File: src/rtl/biu_arbiter.sv
// Two-requester BIU arbiter (instruction fetch vs. execution unit) with EU lock support.
// Define BIU_RR_ARB_EN for round-robin arbitration; default is fixed EU-over-fetch priority.
module biu_arbiter (
  input  logic       clk,
  input  logic       rst,
  input  logic       req_f,
  input  logic [1:0] sel_f,
  input  logic [1:0] op_sel_f,
  output logic       gnt_f,
  output logic       done_f,
  input  logic       req_e,
  input  logic [1:0] sel_e,
  input  logic [1:0] op_sel_e,
  output logic       gnt_e,
  output logic       done_e,
  input  logic       lock_e,
  output logic       cs_biu,
  output logic [1:0] sel,
  output logic [1:0] op_sel,
  input  logic       ready_biu,
  output logic       busy
);

  localparam logic [1:0] StIdle  = 2'd0;
  localparam logic [1:0] StIssue = 2'd1;
  localparam logic [1:0] StWait  = 2'd2;
  localparam logic [1:0] StDone  = 2'd3;

  localparam logic OwnF = 1'b0;
  localparam logic OwnE = 1'b1;

  logic [1:0] state_q, state_d;
  logic       owner_q, owner_d;
  logic [1:0] sel_q, sel_d;
  logic [1:0] op_sel_q, op_sel_d;
  logic       cs_q, gnt_f_q, gnt_e_q, done_f_q, done_e_q, busy_q;
  logic       pick_e;

`ifdef BIU_RR_ARB_EN
  logic last_q, last_d;

  // On a tie the requester not served last wins; reset favours the EU.
  assign pick_e = req_e & (~req_f | (last_q == OwnF));

  always_comb begin
    last_d = last_q;
    if (state_q == StDone) begin
      last_d = owner_q;
    end
  end

  always_ff @(posedge clk or posedge rst) begin
    if (rst) begin
      last_q <= OwnF;
    end else begin
      last_q <= last_d;
    end
  end
`else
  assign pick_e = req_e;
`endif

  always_comb begin
    state_d  = state_q;
    owner_d  = owner_q;
    sel_d    = sel_q;
    op_sel_d = op_sel_q;
    unique case (state_q)
      StIdle: begin
        if (req_f || req_e) begin
          owner_d  = pick_e ? OwnE : OwnF;
          sel_d    = pick_e ? sel_e : sel_f;
          op_sel_d = pick_e ? op_sel_e : op_sel_f;
          state_d  = StIssue;
        end
      end
      StIssue: begin
        if (!ready_biu) begin
          state_d = StWait;
        end
      end
      StWait: begin
        if (ready_biu) begin
          state_d = StDone;
        end
      end
      StDone: begin
        // Locked EU continuation skips arbitration and the idle cycle.
        if (owner_q == OwnE && lock_e && req_e) begin
          sel_d    = sel_e;
          op_sel_d = op_sel_e;
          state_d  = StIssue;
        end else begin
          state_d = StIdle;
        end
      end
      default: state_d = StIdle;
    endcase
  end

  always_ff @(posedge clk or posedge rst) begin
    if (rst) begin
      state_q  <= StIdle;
      owner_q  <= OwnF;
      sel_q    <= 2'b00;
      op_sel_q <= 2'b00;
      cs_q     <= 1'b0;
      gnt_f_q  <= 1'b0;
      gnt_e_q  <= 1'b0;
      done_f_q <= 1'b0;
      done_e_q <= 1'b0;
      busy_q   <= 1'b0;
    end else begin
      state_q  <= state_d;
      owner_q  <= owner_d;
      sel_q    <= sel_d;
      op_sel_q <= op_sel_d;
      // Outputs are decoded from next state so every port comes straight from a flop.
      cs_q     <= (state_d == StIssue) || (state_d == StWait);
      gnt_f_q  <= (state_d != StIdle) && (owner_d == OwnF);
      gnt_e_q  <= (state_d != StIdle) && (owner_d == OwnE);
      done_f_q <= (state_d == StDone) && (owner_d == OwnF);
      done_e_q <= (state_d == StDone) && (owner_d == OwnE);
      busy_q   <= (state_d != StIdle);
    end
  end

  assign cs_biu = cs_q;
  assign gnt_f  = gnt_f_q;
  assign gnt_e  = gnt_e_q;
  assign done_f = done_f_q;
  assign done_e = done_e_q;
  assign busy   = busy_q;
  assign sel    = sel_q;
  assign op_sel = op_sel_q;

  gnt_onehot_a: assert property (@(posedge clk) disable iff (rst) !(gnt_f && gnt_e));
  cs_busy_a:    assert property (@(posedge clk) disable iff (rst) cs_biu |-> busy);

endmodule

File: config.mk
export PLATFORM = sky130hd
export DESIGN_NAME = biu_arbiter
export DESIGN_NICKNAME = d
export VERILOG_FILES = /design/src/rtl/biu_arbiter.sv
export SDC_FILE = /design/constraint.sdc
export NUM_CORES = 1
export LEC_CHECK = 0
export ABC_CLOCK_PERIOD_IN_PS = 1400
export CORE_ASPECT_RATIO = 0.9
export CORE_MARGIN = 2
export CORE_UTILIZATION = 36
export CTS_BUF_LIST = sky130_fd_sc_hd__clkbuf_8 sky130_fd_sc_hd__clkbuf_16
export DETAILED_ROUTE_END_ITERATION = 7
export HOLD_SLACK_MARGIN = 0.1
export PLACE_DENSITY = 0.71
export RECOVER_POWER = 50
export SLEW_MARGIN = 15
export SYNTH_ARGS = -nofsm -noshare
export SYNTH_HDL_FRONTEND = slang
export SYNTH_SLANG_ARGS = --single-unit
File: constraint.sdc
create_clock -name clk -period 1.4 [get_ports clk]
set_input_delay 0.28 -clock clk [delete_from_list [all_inputs] [get_ports clk]]
set_output_delay 0.28 -clock clk [all_outputs]
set_load 0.05 [all_outputs]
* Word level (Yosys, flattened, before mapping)
Cells that the tools add are included.
** Cells by class
- Reductions and logical operators :: 12
- Equality and inequality tests :: 8
- Bitwise gates (word level) :: 1
- Muxes and demuxes :: 16
** Operators by type and width (count)
- two-way mux 2 bit :: 9
- == test 2 bit, second input constant :: 4
- one-hot mux 2 bit (2 select lines) :: 2
- one-hot mux 2 bit (4 select lines) :: 1
- logical AND 1 bit :: 6
- == test 2 x 1 -> 1 bit, second input constant :: 2
- two-way mux 1 bit :: 4
- != test 2 bit, second input constant :: 2
- nonzero test 2 bit :: 2
- AND reduction 3 bit :: 1
- logical NOT 2 bit :: 1
- logical OR 1 bit :: 2
- inverter 1 bit :: 1
** Storage, ports and cells
- Register bits after elaboration :: 13
- Output and inout port bits :: 10
- Bits of input ports :: 14
- Word-level logic and storage cells :: 47

* Longest topological paths before layout
Gate-level depths: netlist of the first run.
- Word-level depth :: 6
- Gate-level depth with buffers :: 5
- Mapped depth without buffers :: 5

* Least setup slack after synthesis of the first run
OpenSTA, ideal clock, no wires.
- Kind :: reg2reg
- Start :: register state_q[1]
- End :: register op_sel_q[0], in the netlist op_sel[0]
- Setup slack :: 0.041 ns
- Clock period less this slack :: 1.359 ns
- Buffers on the path :: 0
- Arrival :: 1.234 ns
- Required time :: 1.275 ns
- Stages on the path, launching flop included :: 4
- Setup time :: 0.125 ns
- Cells stage by stage :: dfrtp_1 a21oi_2 mux2_1 mux2_4
** On the way
- Longest elaborated chain between the ends :: 3
- Elaborated cells between the ends (all ways) :: 7
- Classes of those cells :: eq/ne: 3; mux: 1; reduce/logical: 3
** RTL lines
- from (decl) :: RTL line 32 : logic [1:0] state_q, state_d;
- from (signal assigned) :: RTL line 103 : state_q <= StIdle;
- from (signal assigned) :: RTL line 114 : state_q <= state_d;
- == test 2 bit / logical NOT 2 bit (equally long branches) :: RTL line 68 : unique case (state_q)
- != test 2 bit (no source line) / nonzero test 2 bit (equally long branches)
- AND reduction 3 bit (no source line)
- to (signal assigned) :: RTL line 117 : op_sel_q <= op_sel_d;
- to (decl) :: RTL line 35 : logic [1:0] op_sel_q, op_sel_d;
Several ways; a longest one is shown, not always the timed one.
A chain may end at the register's enable or synchronous reset.

* Final worst setup path of the first run
- Start :: register state_q[0]
- End :: register op_sel_q[1], in the netlist op_sel[1]
The elaborated chain is that of the path after synthesis.

==> results of run 1 <==
cell families after synthesis:
kind of cell | Yosys count
adder cells (fa/ha/maj) | 1
multiplexers | 9
flip-flops | 13
buffers and inverters | 2
AO/OA/AOI/OAI | 6
AND/OR/NAND/NOR | 11
metrics by stage:
stage                     cell area (um^2)  setup TNS, ps
after global routing                  1150           -426
final                                 1150           -126
after detailed placement              1010          -4440
after global placement                1010          -3940
after floorplan                        594              0
after CTS                             1120           -111
metal layers:
layer	track usage [%]	vias up
met1	22.2	221
met5	0	-
li1	-	222
met3	7.33	2
met4	4.44	0
met2	23.0	16
worst max-delay path: cells and delay by family, from the launching register on:
family          cells  cell delay (ps)
mux                 2              580
flops               1              470
compound gates      1              270
path summary, 6_finish.rpt:
| kind | startpoint | endpoint | slack (ps) | cells past startpoint |
|---|---|---|---|---|
| worst min-delay path | rst | sel[1]$_DFFE_PP0P_ | 510 | 2 |
| worst max-delay path | state_q[0]$_DFF_PP0_ | op_sel[1]$_DFFE_PP0P_ | -30 | 3 |
| worst min register to register | op_sel[1]$_DFFE_PP0P_ | op_sel[1]$_DFFE_PP0P_ | 580 | 1 |
| worst max register to register | state_q[0]$_DFF_PP0_ | op_sel[1]$_DFFE_PP0P_ | -30 | 3 |
| min in group clk | op_sel[1]$_DFFE_PP0P_ | op_sel[1]$_DFFE_PP0P_ | 580 | 1 |
| max in group asynchronous | rst | state_q[0]$_DFF_PP0_ | 520 | 2 |
sequential cells by signal, summed over array words and instances (netlist names):
signal	count
gnt_e	1
state_q	2
busy	1
sel	2
op_sel	2
owner_q	1
cs_biu	1
gnt_f	1
done_f	1
done_e	1
synth_stat cells:
master,n
mux2_2,1
mux2_1,4
a31oi_1,1
nor2_1,2
o21a_1,2
dfrtp_1,13
or2_1,1
a22oi_2,1
ha_1,1
and2_1,2
a21oi_2,1
o2bb2ai_4,1
nand2_1,1
inv_1,2
nor2b_1,2
or3b_1,1
mux2_4,4
nand3_1,1
nor4_1,1
cell type report:
| class | count | area (um^2) | share of cell area [%] |
|---|---|---|---|
| multi-input combinational | 27 | 334 | 28.9 |
| timing repair buffer | 33 | 413 | 35.8 |
| inverter | 2 | 7.51 | 0.650 |
| clock buffer | 3 | 41.3 | 3.58 |
| clock inverter | 1 | 3.75 | 0.325 |
| tap | 22 | 27.5 | 2.38 |
| sequential | 13 | 328 | 28.4 |
report_power, final:
group          internal [uW]  switching (uW)  leakage, uW
registers                568             231     0.000154
logic                   1040             858     0.000326
clock network            193             132    0.0000269
total                   1800            1220     0.000506
what timing repair did:
action,in CTS,in global routing
endpoints found under the setup margin,10,8
pin swaps,6,1
buffers inserted,2,0
resized for setup,15,7
==> report_table.html, run 1 <==
<table>
<tr><th>Metric</th><th>Value</th></tr>
<tr><th colspan="2">STA</th></tr>
<tr><td>Hold Violations, Final</td><td>0</td></tr>
<tr><td>Hold Slack</td><td>just over 500 ps</td></tr>
<tr><td>Min setup slack post-route</td><td>-32.0 ps</td></tr>
<tr><td>Setup repair after global routing missed its margin</td><td>true</td></tr>
<tr><td>Maximum clock frequency</td><td>698 MHz</td></tr>
<tr><td>Worst slew margin relative to its limit</td><td>66.6%</td></tr>
<tr><td>Setup violators final</td><td>5</td></tr>
<tr><td>Minimum period implied by the final worst setup slack</td><td>1430 ps</td></tr>
<tr><td>Final setup skew</td><td>6.10 ps</td></tr>
<tr><td>Final worst-path cycle share</td><td>102%</td></tr>
<tr><td>Max-slew violation count</td><td>0</td></tr>
<tr><td>Slew at the pin closest to its max-slew limit</td><td>501 ps</td></tr>
<tr><th colspan="2">Place</th></tr>
<tr><td>HPWL after DPL</td><td>roughly 1.0 mm</td></tr>
<tr><td>Number of buffer cells added on primary ports</td><td>23</td></tr>
<tr><td>Final GP Congestion</td><td>0.704</td></tr>
<tr><td>Cell Count Post-Placement</td><td>95</td></tr>
<tr><td>Setup Slack @ Placement</td><td>-468 ps</td></tr>
<tr><th colspan="2">Status</th></tr>
<tr><td>Result of the run</td><td>finished with violations</td></tr>
<tr><td>Violations in the final reports</td><td>negative setup slack</td></tr>
<tr><th colspan="2">GRT</th></tr>
<tr><td>Via count of the first global-routing pass</td><td>486</td></tr>
<tr><td>Largest net degree at the start of global routing</td><td>14</td></tr>
<tr><td>Global route total overflow</td><td>0</td></tr>
<tr><td>GRT Util Overall</td><td>16.3%</td></tr>
<tr><td>First-pass GRT wire length</td><td>around 2.3 mm</td></tr>
<tr><td>Number of antenna violations at the first check in global routing</td><td>0</td></tr>
<tr><th colspan="2">Synth</th></tr>
<tr><td>Post-Synthesis Net Count</td><td>57</td></tr>
<tr><td>Synth cell types</td><td>19</td></tr>
<tr><td>Synth area leaders</td><td>dfrtp_1 55%, mux2_4 10%, mux2_1 7.6%</td></tr>
<tr><td>Share of cell area taken by muxes after synthesis</td><td>19.6%</td></tr>
<tr><td>Yosys top cell by area</td><td>dfrtp_1</td></tr>
<tr><td>Synthesized-area fraction occupied by and/or/nand/nor cells</td><td>roughly a tenth</td></tr>
<tr><td>Sequential share of the synthesized area</td><td>54.7%</td></tr>
<tr><td>Xor/xnor share of the synthesized area</td><td>0%</td></tr>
<tr><td>Fraction of synthesized cell area taken by the top area cell type</td><td>roughly 55%</td></tr>
<tr><td>Synthesized cell area</td><td>594 um^2</td></tr>
<tr><td>Cells after Synth</td><td>42</td></tr>
<tr><td>Dominant combinational cell family by area after synthesis</td><td>multiplexers</td></tr>
<tr><td>Warning count from the yosys run</td><td>0</td></tr>
<tr><td>Number of storage elements in the synthesis netlist</td><td>13</td></tr>
<tr><td>Syn_area_per_cell</td><td>14.2 um^2</td></tr>
<tr><td>Adder-cell area share of the yosys netlist</td><td>between 2 and 2.5%</td></tr>
<tr><td>Synth Area in Compound Gates</td><td>11.8%</td></tr>
<tr><th colspan="2">CTS</th></tr>
<tr><td>Deepest level of the CTS H-tree</td><td>1</td></tr>
<tr><td>Total of hold buffers inserted after clock tree synthesis</td><td>0</td></tr>
<tr><td>CTS tree</td><td>yes</td></tr>
<tr><td>CTS clk-pin slew, worst paths</td><td>60 ps</td></tr>
<tr><td>CTS sink count</td><td>13</td></tr>
<tr><td>Worst skew pair latency</td><td>240 ps</td></tr>
<tr><td>Number of buffers created by CTS</td><td>3</td></tr>
<tr><td>CTS root buffer</td><td>clkbuf_8</td></tr>
<tr><td>Largest buffer count on any clock path</td><td>2</td></tr>
<tr><th colspan="2">Routing</th></tr>
<tr><td># DRC</td><td>0</td></tr>
<tr><td>Routed length on met1</td><td>654 um</td></tr>
<tr><td>Routed length on met3</td><td>67 um</td></tr>
<tr><td>First-pass iteration count of the detailed router</td><td>4</td></tr>
<tr><td>Routed WL</td><td>1.37 mm</td></tr>
<tr><td>Residual antenna-violating net count after detailed routing</td><td>0</td></tr>
<tr><td>Via count</td><td>461</td></tr>
<tr><td>Detail-routed net length per standard cell</td><td>between 10 and 15 um</td></tr>
<tr><td>Starting DRT DRC Count</td><td>3</td></tr>
<tr><td>Topmost layer with routed signal wires</td><td>met4</td></tr>
<tr><td>DR vias/cell</td><td>about 4.6</td></tr>
<tr><td>Sum of met2 wire segment lengths after detailed routing</td><td>639 um</td></tr>
<tr><th colspan="2">Worst setup path</th></tr>
<tr><td>Category of the most critical setup path</td><td>reg -&gt; reg</td></tr>
<tr><td>Slowest cell on the critical path</td><td>dfrtp_2</td></tr>
<tr><td>Sort of element at the end of the critical path</td><td>register</td></tr>
<tr><td>Worst endpoint required time</td><td>1530 ps</td></tr>
<tr><td>Crit path top cell by count</td><td>mux2_4</td></tr>
<tr><td>CP max FO</td><td>7</td></tr>
<tr><td>CP peak stage delay</td><td>approximately 470 ps</td></tr>
<tr><td>Crit path arrival time</td><td>1560 ps</td></tr>
<tr><td>Startpoint type of the worst setup path</td><td>register</td></tr>
<tr><td>Crit-path cells</td><td>a21oi_4 &gt; mux2_4 &gt; mux2_4</td></tr>
<tr><th colspan="2">Pwr</th></tr>
<tr><td>Worst IR Drop VDD</td><td>approximately 0.0017 V</td></tr>
<tr><td>Total power after layout</td><td>approximately 3000 uW</td></tr>
<tr><td>Power density over the cells</td><td>2620 mW/mm^2</td></tr>
<tr><td>Leakage power figure</td><td>a little over 0.0005 uW</td></tr>
<tr><th colspan="2">Floorplan</th></tr>
<tr><td># IOs</td><td>24</td></tr>
<tr><td>Number of placement rows</td><td>13</td></tr>
<tr><td>Area of the die</td><td>0.00199 mm^2</td></tr>
<tr><td>Effective utilization at floorplan</td><td>39.7%</td></tr>
<tr><td>Die height</td><td>42.5 um</td></tr>
<tr><td>Chip Width</td><td>~47 um</td></tr>
<tr><td>Area of the core</td><td>0.00150 mm^2</td></tr>
<tr><th colspan="2">Final layout</th></tr>
<tr><td>Non-filler cells in the finished layout</td><td>101</td></tr>
<tr><td>Commonest cells after routing, fill and taps aside</td><td>11 x dfrtp_1, 10 x clkdlybuf4s50_1, 10 x buf_12, 8 x mux2_4, 8 x buf_4</td></tr>
<tr><td>Final layout net count</td><td>95</td></tr>
<tr><td>Number of inserted diodes</td><td>0</td></tr>
<tr><td>Share of post-route cells with drive strength above 1</td><td>a little under three fifths</td></tr>
<tr><td>Final standard cell utilization of the core</td><td>between 70 and 80%</td></tr>
<tr><td>P&amp;R area growth vs syn</td><td>94.3%</td></tr>
<tr><td>Filler Cells Inserted</td><td>104</td></tr>
<tr><td>Leading cell type in the layout, fill and taps excluded</td><td>dfrtp_1</td></tr>
<tr><th colspan="2">Worst hold path</th></tr>
<tr><td>Hold/Removal Path Class</td><td>in -&gt; async</td></tr>
<tr><th colspan="2">Flow run</th></tr>
<tr><td>Number of maximum-capacitance violations</td><td>0</td></tr>
</table>
Note: power is estimated with default switching activity, not from simulation.
==> run 2: changes to the inputs <==
--- a/config.mk
+++ b/config.mk
@@ -14,2 +14,3 @@
 export HOLD_SLACK_MARGIN = 0.1
+export MAX_ROUTING_LAYER = met4
 export PLACE_DENSITY = 0.71
==> constraint.sdc (replaced) <==
create_clock -name clk -period 1.4 [get_ports clk]
set_input_delay 0.42 -clock clk [delete_from_list [all_inputs] [get_ports clk]]
set_output_delay 0.42 -clock clk [all_outputs]
set_load 0.05 [all_outputs]
==> run 2 against run 1 <==
The flow still finishes with violations (negative setup slack). Die area stayed put. Critical path depth stayed put. Sequential power is 2% lower. Count of clock-buffer cells in the layout stayed put. Largest cell class unchanged. Flip-flop and latch count stayed put. Design area is 4.8% lower. Global-route usage is 2.0 points lower. Setup slack worse by 14 ps. Worst hold slack better by 69 ps.
==> report_table.html, run 2 (synthesis results as in run 1) <==
<table>
<tr><th>Metric</th><th>Value</th></tr>
<tr><th colspan="2">CTS</th></tr>
<tr><td>Number of buffers created by CTS</td><td>3 (unchanged)</td></tr>
<tr><td>Largest buffer count on any clock path</td><td>2 (unchanged)</td></tr>
<tr><td>Buffers inserted during post-CTS setup optimization</td><td>0 (-2)</td></tr>
<tr><td>Deepest level of the CTS H-tree</td><td>1 (unchanged)</td></tr>
<tr><td>CTS sink count</td><td>13 (unchanged)</td></tr>
<tr><td>CTS clk-pin slew, worst paths</td><td>50 ps (about the same)</td></tr>
<tr><td>Worst skew pair latency</td><td>240 ps (about the same)</td></tr>
<tr><td>Total of hold buffers inserted after clock tree synthesis</td><td>0 (unchanged)</td></tr>
<tr><td>CTS root buffer</td><td>clkbuf_8</td></tr>
<tr><td>CTS tree</td><td>yes</td></tr>
<tr><th colspan="2">Pwr</th></tr>
<tr><td>Worst IR Drop VDD</td><td>0.00144 V (-12%)</td></tr>
<tr><td>Power share of the clock group</td><td>11.2% (+0.4 points)</td></tr>
<tr><td>Proportion of power drawn by combinational gates</td><td>62.0% (-0.8 points)</td></tr>
<tr><td>Leakage power figure</td><td>0.000486 uW (-4.0%)</td></tr>
<tr><td>Internal Pwr Total</td><td>1750 uW (-2.9%)</td></tr>
<tr><td>Total net switching power</td><td>1160 uW (-4.7%)</td></tr>
<tr><td>Power density over the cells</td><td>2650 mW/mm^2 (+1.2%)</td></tr>
<tr><td>Seq pwr share</td><td>26.9% (+0.5 points)</td></tr>
<tr><td>Share of total power consumed by net switching</td><td>40.0% (-0.45 points)</td></tr>
<tr><th colspan="2">Routing</th></tr>
<tr><td>Detail-routed net length per standard cell</td><td>13.3 um (-2.5%)</td></tr>
<tr><td>Residual antenna-violating net count after detailed routing</td><td>0 (unchanged)</td></tr>
<tr><td>Via count</td><td>443 (-3.9%)</td></tr>
<tr><td>Routed WL</td><td>1.30 mm (-5.4%)</td></tr>
<tr><td>Starting DRT DRC Count</td><td>2 (-1)</td></tr>
<tr><td>DR vias/cell</td><td>4.52 (-0.96%)</td></tr>
<tr><td>First-pass iteration count of the detailed router</td><td>3 (-1)</td></tr>
<tr><td># DRC</td><td>0 (unchanged)</td></tr>
<tr><th colspan="2">Floorplan</th></tr>
<tr><td>Die height</td><td>42.5 um (unchanged)</td></tr>
<tr><td>Effective utilization at floorplan</td><td>39.7% (unchanged)</td></tr>
<tr><td>Area of the die</td><td>0.00199 mm^2 (unchanged)</td></tr>
<tr><td>Number of placement rows</td><td>13 (unchanged)</td></tr>
<tr><td># IOs</td><td>24 (unchanged)</td></tr>
<tr><td>Chip Width</td><td>46.8 um (unchanged)</td></tr>
<tr><td>Area of the core</td><td>0.00150 mm^2 (unchanged)</td></tr>
<tr><th colspan="2">STA</th></tr>
<tr><td>Setup TNS</td><td>-143 ps (-17.9 ps)</td></tr>
<tr><td>Setup repair after global routing missed its margin</td><td>true</td></tr>
<tr><td>Min setup slack post-route</td><td>-45.7 ps (-13.7 ps)</td></tr>
<tr><td>Hold Violations, Final</td><td>0 (unchanged)</td></tr>
<tr><td>Final worst-path cycle share</td><td>103% (+0.98 points)</td></tr>
<tr><td>Worst slew margin relative to its limit</td><td>68.5% (+1.9 points)</td></tr>
<tr><td>Maximum clock frequency</td><td>692 MHz (-0.95%)</td></tr>
<tr><td>Slew at the pin closest to its max-slew limit</td><td>472 ps (-29.0 ps)</td></tr>
<tr><td>Final setup skew</td><td>5.81 ps (-0.285 ps)</td></tr>
<tr><td>Max-slew violation count</td><td>0 (unchanged)</td></tr>
<tr><td>Hold Slack</td><td>575 ps (+68.9 ps)</td></tr>
<tr><td>Setup violators final</td><td>6 (+1)</td></tr>
<tr><td>Minimum period implied by the final worst setup slack</td><td>1450 ps (+13.7 ps)</td></tr>
<tr><th colspan="2">Worst setup path</th></tr>
<tr><td>Crit path arrival time</td><td>1560 ps (about the same)</td></tr>
<tr><td>Crit-path cells</td><td>a21oi_4 &gt; mux2_1 &gt; mux2_4</td></tr>
<tr><td>Slowest cell on the critical path</td><td>dfrtp_2</td></tr>
<tr><td>Startpoint type of the worst setup path</td><td>register</td></tr>
<tr><td>Cell family with most CP delay</td><td>multiplexers</td></tr>
<tr><td>Worst endpoint required time</td><td>1520 ps (about the same)</td></tr>
<tr><td>Reg2reg start</td><td>state_q[0]$_DFF_PP0_</td></tr>
<tr><td>Sort of element at the end of the critical path</td><td>register</td></tr>
<tr><td>Category of the most critical setup path</td><td>reg -&gt; reg</td></tr>
<tr><td>Setup crit start</td><td>state_q[0]$_DFF_PP0_</td></tr>
<tr><td>Count of buffer and inverter cells on the critical path</td><td>0 (unchanged)</td></tr>
<tr><td>CP peak stage delay</td><td>460 ps (about the same)</td></tr>
<tr><td>CP max FO</td><td>6 (-1)</td></tr>
<tr><th colspan="2">Final layout</th></tr>
<tr><td>Final layout net count</td><td>92 (-3.2%)</td></tr>
<tr><td>Non-filler cells in the finished layout</td><td>98 (-3.0%)</td></tr>
<tr><td>Filler Cells Inserted</td><td>108 (+3.8%)</td></tr>
<tr><td>P&amp;R area growth vs syn</td><td>85.1%</td></tr>
<tr><td>Share of post-route cells with drive strength above 1</td><td>55.3% (-0.43 points)</td></tr>
<tr><td>Final standard cell utilization of the core</td><td>73.5% (-3.7 points)</td></tr>
<tr><td>Leading cell type in the layout, fill and taps excluded</td><td>dfrtp_1</td></tr>
<tr><td>Number of inserted diodes</td><td>0 (unchanged)</td></tr>
<tr><td>Commonest cells after routing, fill and taps aside</td><td>11 x dfrtp_1, 10 x buf_12, 8 x clkdlybuf4s50_1, 7 x mux2_4, 5 x buf_4</td></tr>
<tr><th colspan="2">GRT</th></tr>
<tr><td>Via count of the first global-routing pass</td><td>462 (-4.9%)</td></tr>
<tr><td>First-pass GRT wire length</td><td>1.98 mm (-13%)</td></tr>
<tr><td>GRT Util Overall</td><td>14.3% (-2.0 points)</td></tr>
<tr><td>Global route total overflow</td><td>0 (unchanged)</td></tr>
<tr><td>Number of antenna violations at the first check in global routing</td><td>0 (unchanged)</td></tr>
<tr><td>Largest net degree at the start of global routing</td><td>14 (unchanged)</td></tr>
<tr><th colspan="2">Flow run</th></tr>
<tr><td>Number of maximum-capacitance violations</td><td>0 (unchanged)</td></tr>
<tr><th colspan="2">Place</th></tr>
<tr><td>Final GP Congestion</td><td>0.789 (+12%)</td></tr>
<tr><td>Cell Count Post-Placement</td><td>94 (-1.1%)</td></tr>
<tr><td>Setup Slack @ Placement</td><td>-576 ps (-108 ps)</td></tr>
<tr><td>Number of buffer cells added on primary ports</td><td>23 (unchanged)</td></tr>
<tr><td>HPWL after DPL</td><td>986 um (-5.3%)</td></tr>
<tr><th colspan="2">Worst hold path</th></tr>
<tr><td>Startpoint of the tightest hold check path</td><td>op_sel[0]$_DFFE_PP0P_</td></tr>
<tr><td>Hold/Removal Path Class</td><td>reg -&gt; reg</td></tr>
<tr><th colspan="2">Status</th></tr>
<tr><td>Result of the run</td><td>finished with violations</td></tr>
<tr><td>Violations in the final reports</td><td>negative setup slack</td></tr>
</table>
==> run 2: worst paths after layout <==
path | endpoint | slack [ps] | depth (start not counted)
worst max-delay path | op_sel[1]$_DFFE_PP0P_ | -50 | 3
worst min-delay path | op_sel[0]$_DFFE_PP0P_ | 570 | 1
worst max register to register | op_sel[1]$_DFFE_PP0P_ | -50 | 3
worst min register to register | op_sel[0]$_DFFE_PP0P_ | 570 | 1
max in group asynchronous | state_q[0]$_DFF_PP0_ | 420 | 2
min in group asynchronous | gnt_f$_DFF_PP0_ | 630 | 2
==> run 2: final cells by class <==
type | instances | area [um^2] | area share, %
clock buffer | 3 | 41.3 | 3.75
inverter | 2 | 7.51 | 0.683
tap | 22 | 27.5 | 2.50
sequential | 13 | 328 | 29.8
clock inverter | 1 | 5.00 | 0.455
timing repair buffer | 30 | 383 | 34.8
multi-input combinational | 27 | 308 | 28.0
==> run 2: timing repair <==
item | CTS | global route
endpoints found under the hold margin | 0 | 0
resized for setup | 18 | 3
pin swaps | 4 | 1
setup endpoints to repair | 12 | 10
==> run 2: worst register-to-register path: stages, from the launching register on <==
cell and delay [ps]:
dfrtp_2 460, a21oi_4 270, mux2_1 350, mux2_4 260
==> run 2: power by group through the flow <==
stage | registers [uW] | clock network, uW | logic [uW]
global placement | 751 | 0 | 1720
detailed placement | 750 | 0 | 1750
global route | 806 | 354 | 1890
floorplan | 1160 | 0 | 440
finish | 783 | 325 | 1800
CTS | 780 | 339 | 1800
==> run 2: layer usage <==
metal  part of all wire, %  track usage [%]  routed length (um)  up-vias
met5                     0                -                   0        -
met4                     0             5.00                   0        0
met3                   5.6             3.45                  73        0
met2                    49             21.4                 636       14
met1                    45             18.6                 590      213
li1                      -                -                   -      216
==> run 2: per-stage QoR <==
| stage | instance area, um^2 | power, uW |
|---|---|---|
| detailed placement | 1010 | 2500 |
| CTS | 1090 | 2920 |
| global placement | 1010 | 2470 |
| finish | 1100 | 2910 |
| floorplan | 599 | 1600 |
| global route | 1100 | 3050 |
==> run 3: changes to the inputs <==
--- a/config.mk
+++ b/config.mk
@@ -7,3 +7,3 @@
 export LEC_CHECK = 0
-export ABC_CLOCK_PERIOD_IN_PS = 1400
+export ABC_CLOCK_PERIOD_IN_PS = 1200
 export CORE_ASPECT_RATIO = 0.9
==> constraint.sdc (replaced) <==
create_clock -name clk -period 1.2 [get_ports clk]
set_input_delay 0.3 -clock clk [delete_from_list [all_inputs] [get_ports clk]]
set_output_delay 0.3 -clock clk [all_outputs]
set_load 0.05 [all_outputs]
==> run 3 against run 2 <==
The run still ends with negative setup slack left. Core utilization is 2.4 points higher. Maximum frequency is 1.1% higher. Setup slack worse by 180 ps. First-iteration DRC count grew to 2.5 times the previous value. Flip-flop and latch count stayed put. Largest power group unchanged.
==> report_table.html, run 3 (synthesis results as in run 1) <==
<table>
<tr><th>Metric</th><th>Value</th></tr>
<tr><th colspan="2">Worst hold path</th></tr>
<tr><td>Hold/Removal Path Class</td><td>in -&gt; async</td></tr>
<tr><th colspan="2">STA</th></tr>
<tr><td>Min setup slack post-route</td><td>-229 ps (-184 ps)</td></tr>
<tr><td>Hold Slack</td><td>543 ps (-32.0 ps)</td></tr>
<tr><td>Maximum clock frequency</td><td>700 MHz (+1.1%)</td></tr>
<tr><td>Worst slew margin relative to its limit</td><td>78.8% (+10 points)</td></tr>
<tr><td>Final worst-path cycle share</td><td>119% (+16 points)</td></tr>
<tr><td>Setup violators final</td><td>10 (+4)</td></tr>
<tr><td>Max-slew violation count</td><td>0 (unchanged)</td></tr>
<tr><td>Final setup skew</td><td>3.50 ps (-2.31 ps)</td></tr>
<tr><td>Minimum period implied by the final worst setup slack</td><td>1430 ps (-16.3 ps)</td></tr>
<tr><td>Slew at the pin closest to its max-slew limit</td><td>318 ps (-154 ps)</td></tr>
<tr><td>Hold Violations, Final</td><td>0 (unchanged)</td></tr>
<tr><td>Setup repair after global routing missed its margin</td><td>true</td></tr>
<tr><th colspan="2">Worst setup path</th></tr>
<tr><td>Reg2reg start</td><td>state_q[1]$_DFF_PP0_</td></tr>
<tr><td>Cell depth of the worst flop-to-flop path</td><td>3 (unchanged)</td></tr>
<tr><td>Reg2reg end</td><td>op_sel[1]$_DFFE_PP0P_</td></tr>
<tr><td>CP max FO</td><td>7 (+1)</td></tr>
<tr><td>Startpoint type of the worst setup path</td><td>register</td></tr>
<tr><td>Minimum setup slack among reg-to-reg paths</td><td>-230 ps (-180 ps)</td></tr>
<tr><td>Worst endpoint required time</td><td>1330 ps (-190 ps)</td></tr>
<tr><td>Sort of element at the end of the critical path</td><td>register</td></tr>
<tr><td>Crit path arrival time</td><td>1560 ps (about the same)</td></tr>
<tr><td>Category of the most critical setup path</td><td>reg -&gt; reg</td></tr>
<tr><th colspan="2">Routing</th></tr>
<tr><td>Routed length on met3</td><td>53 um (-27%)</td></tr>
<tr><td>First-pass iteration count of the detailed router</td><td>2 (-1)</td></tr>
<tr><td>Starting DRT DRC Count</td><td>5 (+3)</td></tr>
<tr><td>Routed WL</td><td>1.29 mm (-1.1%)</td></tr>
<tr><td>Sum of met2 wire segment lengths after detailed routing</td><td>640 um (+0.63%)</td></tr>
<tr><td># DRC</td><td>0 (unchanged)</td></tr>
<tr><td>Topmost layer with routed signal wires</td><td>met4</td></tr>
<tr><td>Routed length on met1</td><td>578 um (-2.0%)</td></tr>
<tr><td>DR vias/cell</td><td>4.68 (+3.5%)</td></tr>
<tr><td>Detail-routed net length per standard cell</td><td>12.6 um (-5.0%)</td></tr>
<tr><td>Via count</td><td>477 (+7.7%)</td></tr>
<tr><td>Residual antenna-violating net count after detailed routing</td><td>0 (unchanged)</td></tr>
<tr><th colspan="2">CTS</th></tr>
<tr><td>Number of buffers created by CTS</td><td>3 (unchanged)</td></tr>
<tr><td>CTS sink count</td><td>13 (unchanged)</td></tr>
<tr><td>Deepest level of the CTS H-tree</td><td>1 (unchanged)</td></tr>
<tr><td>CTS clk-pin slew, worst paths</td><td>60 ps (about the same)</td></tr>
<tr><td>CTS root buffer</td><td>clkbuf_8</td></tr>
<tr><td>Total of hold buffers inserted after clock tree synthesis</td><td>0 (unchanged)</td></tr>
<tr><td>Worst skew pair latency</td><td>240 ps (about the same)</td></tr>
<tr><td>CTS tree</td><td>yes</td></tr>
<tr><td>Largest buffer count on any clock path</td><td>2 (unchanged)</td></tr>
<tr><th colspan="2">GRT</th></tr>
<tr><td>First-pass GRT wire length</td><td>2.15 mm (+8.3%)</td></tr>
<tr><td>GRT Util Overall</td><td>16.3% (+2.0 points)</td></tr>
<tr><td>Number of antenna violations at the first check in global routing</td><td>0 (unchanged)</td></tr>
<tr><td>Global route total overflow</td><td>0 (unchanged)</td></tr>
<tr><td>Via count of the first global-routing pass</td><td>473 (+2.4%)</td></tr>
<tr><td>Largest net degree at the start of global routing</td><td>14 (unchanged)</td></tr>
<tr><th colspan="2">Pwr</th></tr>
<tr><td>Power density over the cells</td><td>3030 mW/mm^2 (+15%)</td></tr>
<tr><td>Total power after layout</td><td>3440 uW (+18%)</td></tr>
<tr><td>Worst IR Drop VDD</td><td>0.00179 V (+24%)</td></tr>
<tr><td>Leakage power figure</td><td>0.000507 uW (+4.4%)</td></tr>
<tr><th colspan="2">Final layout</th></tr>
<tr><td>P&amp;R area growth vs syn</td><td>91.2%</td></tr>
<tr><td>Number of inserted diodes</td><td>0 (unchanged)</td></tr>
<tr><td>Leading cell type in the layout, fill and taps excluded</td><td>dfrtp_1</td></tr>
<tr><td>Final standard cell utilization of the core</td><td>75.9% (+2.4 points)</td></tr>
<tr><td>Multi-input gate area in the final layout</td><td>312 um^2 (+1.2%)</td></tr>
<tr><td>Final layout net count</td><td>96 (+4.3%)</td></tr>
<tr><td>Non-filler cells in the finished layout</td><td>102 (+4.1%)</td></tr>
<tr><td>Sequential cell area</td><td>328 um^2 (unchanged)</td></tr>
<tr><td>Filler Cells Inserted</td><td>105 (-2.8%)</td></tr>
<tr><td>Share of post-route cells with drive strength above 1</td><td>55.0% (-0.26 points)</td></tr>
<tr><td>Commonest cells after routing, fill and taps aside</td><td>11 x dfrtp_1, 10 x clkdlybuf4s50_1, 10 x buf_12, 8 x mux2_4, 8 x buf_4</td></tr>
<tr><th colspan="2">Place</th></tr>
<tr><td>Final GP Congestion</td><td>0.768 (-2.8%)</td></tr>
<tr><td>Cell Count Post-Placement</td><td>96 (+2.1%)</td></tr>
<tr><td>HPWL after DPL</td><td>1.01 mm (+2.4%)</td></tr>
<tr><td>Number of buffer cells added on primary ports</td><td>23 (unchanged)</td></tr>
<tr><th colspan="2">Floorplan</th></tr>
<tr><td>Chip Width</td><td>46.8 um (unchanged)</td></tr>
<tr><td>Area of the die</td><td>0.00199 mm^2 (unchanged)</td></tr>
<tr><td>Area of the core</td><td>0.00150 mm^2 (unchanged)</td></tr>
<tr><td>Effective utilization at floorplan</td><td>39.7% (unchanged)</td></tr>
<tr><td># IOs</td><td>24 (unchanged)</td></tr>
<tr><td>Die height</td><td>42.5 um (unchanged)</td></tr>
<tr><td>Number of placement rows</td><td>13 (unchanged)</td></tr>
<tr><th colspan="2">Flow run</th></tr>
<tr><td>Number of maximum-capacitance violations</td><td>0 (unchanged)</td></tr>
<tr><th colspan="2">Status</th></tr>
<tr><td>Violations in the final reports</td><td>negative setup slack</td></tr>
<tr><td>Result of the run</td><td>finished with violations</td></tr>
</table>
## run 3: timing repair
action / in CTS / in global routing
gates resized for setup: 10 / 0
gates cloned: 0 / 0
pin swaps: 6 / 1
buffers inserted: 3 / 0
setup endpoints to repair: 12 / 11
## run 3: layout make-up
class	count	area share [%]
flip-flops and latches	13	28.9
clock buffers	3	3.63
inverters	2	0.661
well taps	22	2.42
multi-input cells	27	27.4
repair buffers	34	36.6
clock inverters	1	0.441
## run 3: report_power, final
group | internal, uW | switching, uW
Clock | 229 | 156
Combinational | 1170 | 967
Sequential | 663 | 261
Total | 2060 | 1380
## run 3: worst max-delay path by stage
stage | startpoint | to | slack, ps | depth (start not counted)
2_1_floorplan | state_q[0]$_DFF_PP0_ | op_sel[0]$_DFFE_PP0P_ | -140 | 3
3_3_place_gp | req_e | op_sel[1]$_DFFE_PP0P_ | -600 | 5
3_5_place_dp | req_e | done_e$_DFF_PP0_ | -640 | 7
4_1_cts | state_q[1]$_DFF_PP0_ | op_sel[1]$_DFFE_PP0P_ | -230 | 3
5_1_grt | state_q[1]$_DFF_PP0_ | op_sel[1]$_DFFE_PP0P_ | -270 | 3
6_report | state_q[1]$_DFF_PP0_ | op_sel[1]$_DFFE_PP0P_ | -230 | 3
## run 3: worst max-delay path, stage by stage (launching register included)
cell	delay, ps
dfrtp_2	480
a21oi_4	240
mux2_4	330
mux2_4	260
## run 3: through the flow
step | area [um^2] | setup WS (ps) | TNS (ps)
3_5_place_dp | 1040 | -638 | -6460
5_1_grt | 1140 | -272 | -2470
6_report | 1140 | -229 | -1860
4_1_cts | 1140 | -230 | -1860
3_3_place_gp | 1040 | -599 | -6050
2_1_floorplan | 619 | -140 | -963
## run 3: routing by layer
| metal | vias up | global-route usage [%] |
|---|---|---|
| li1 | 226 | - |
| met1 | 235 | 18.8 |
| met2 | 14 | 24.9 |
| met3 | 2 | 3.88 |
| met4 | 0 | 10.0 |
| met5 | - | - |
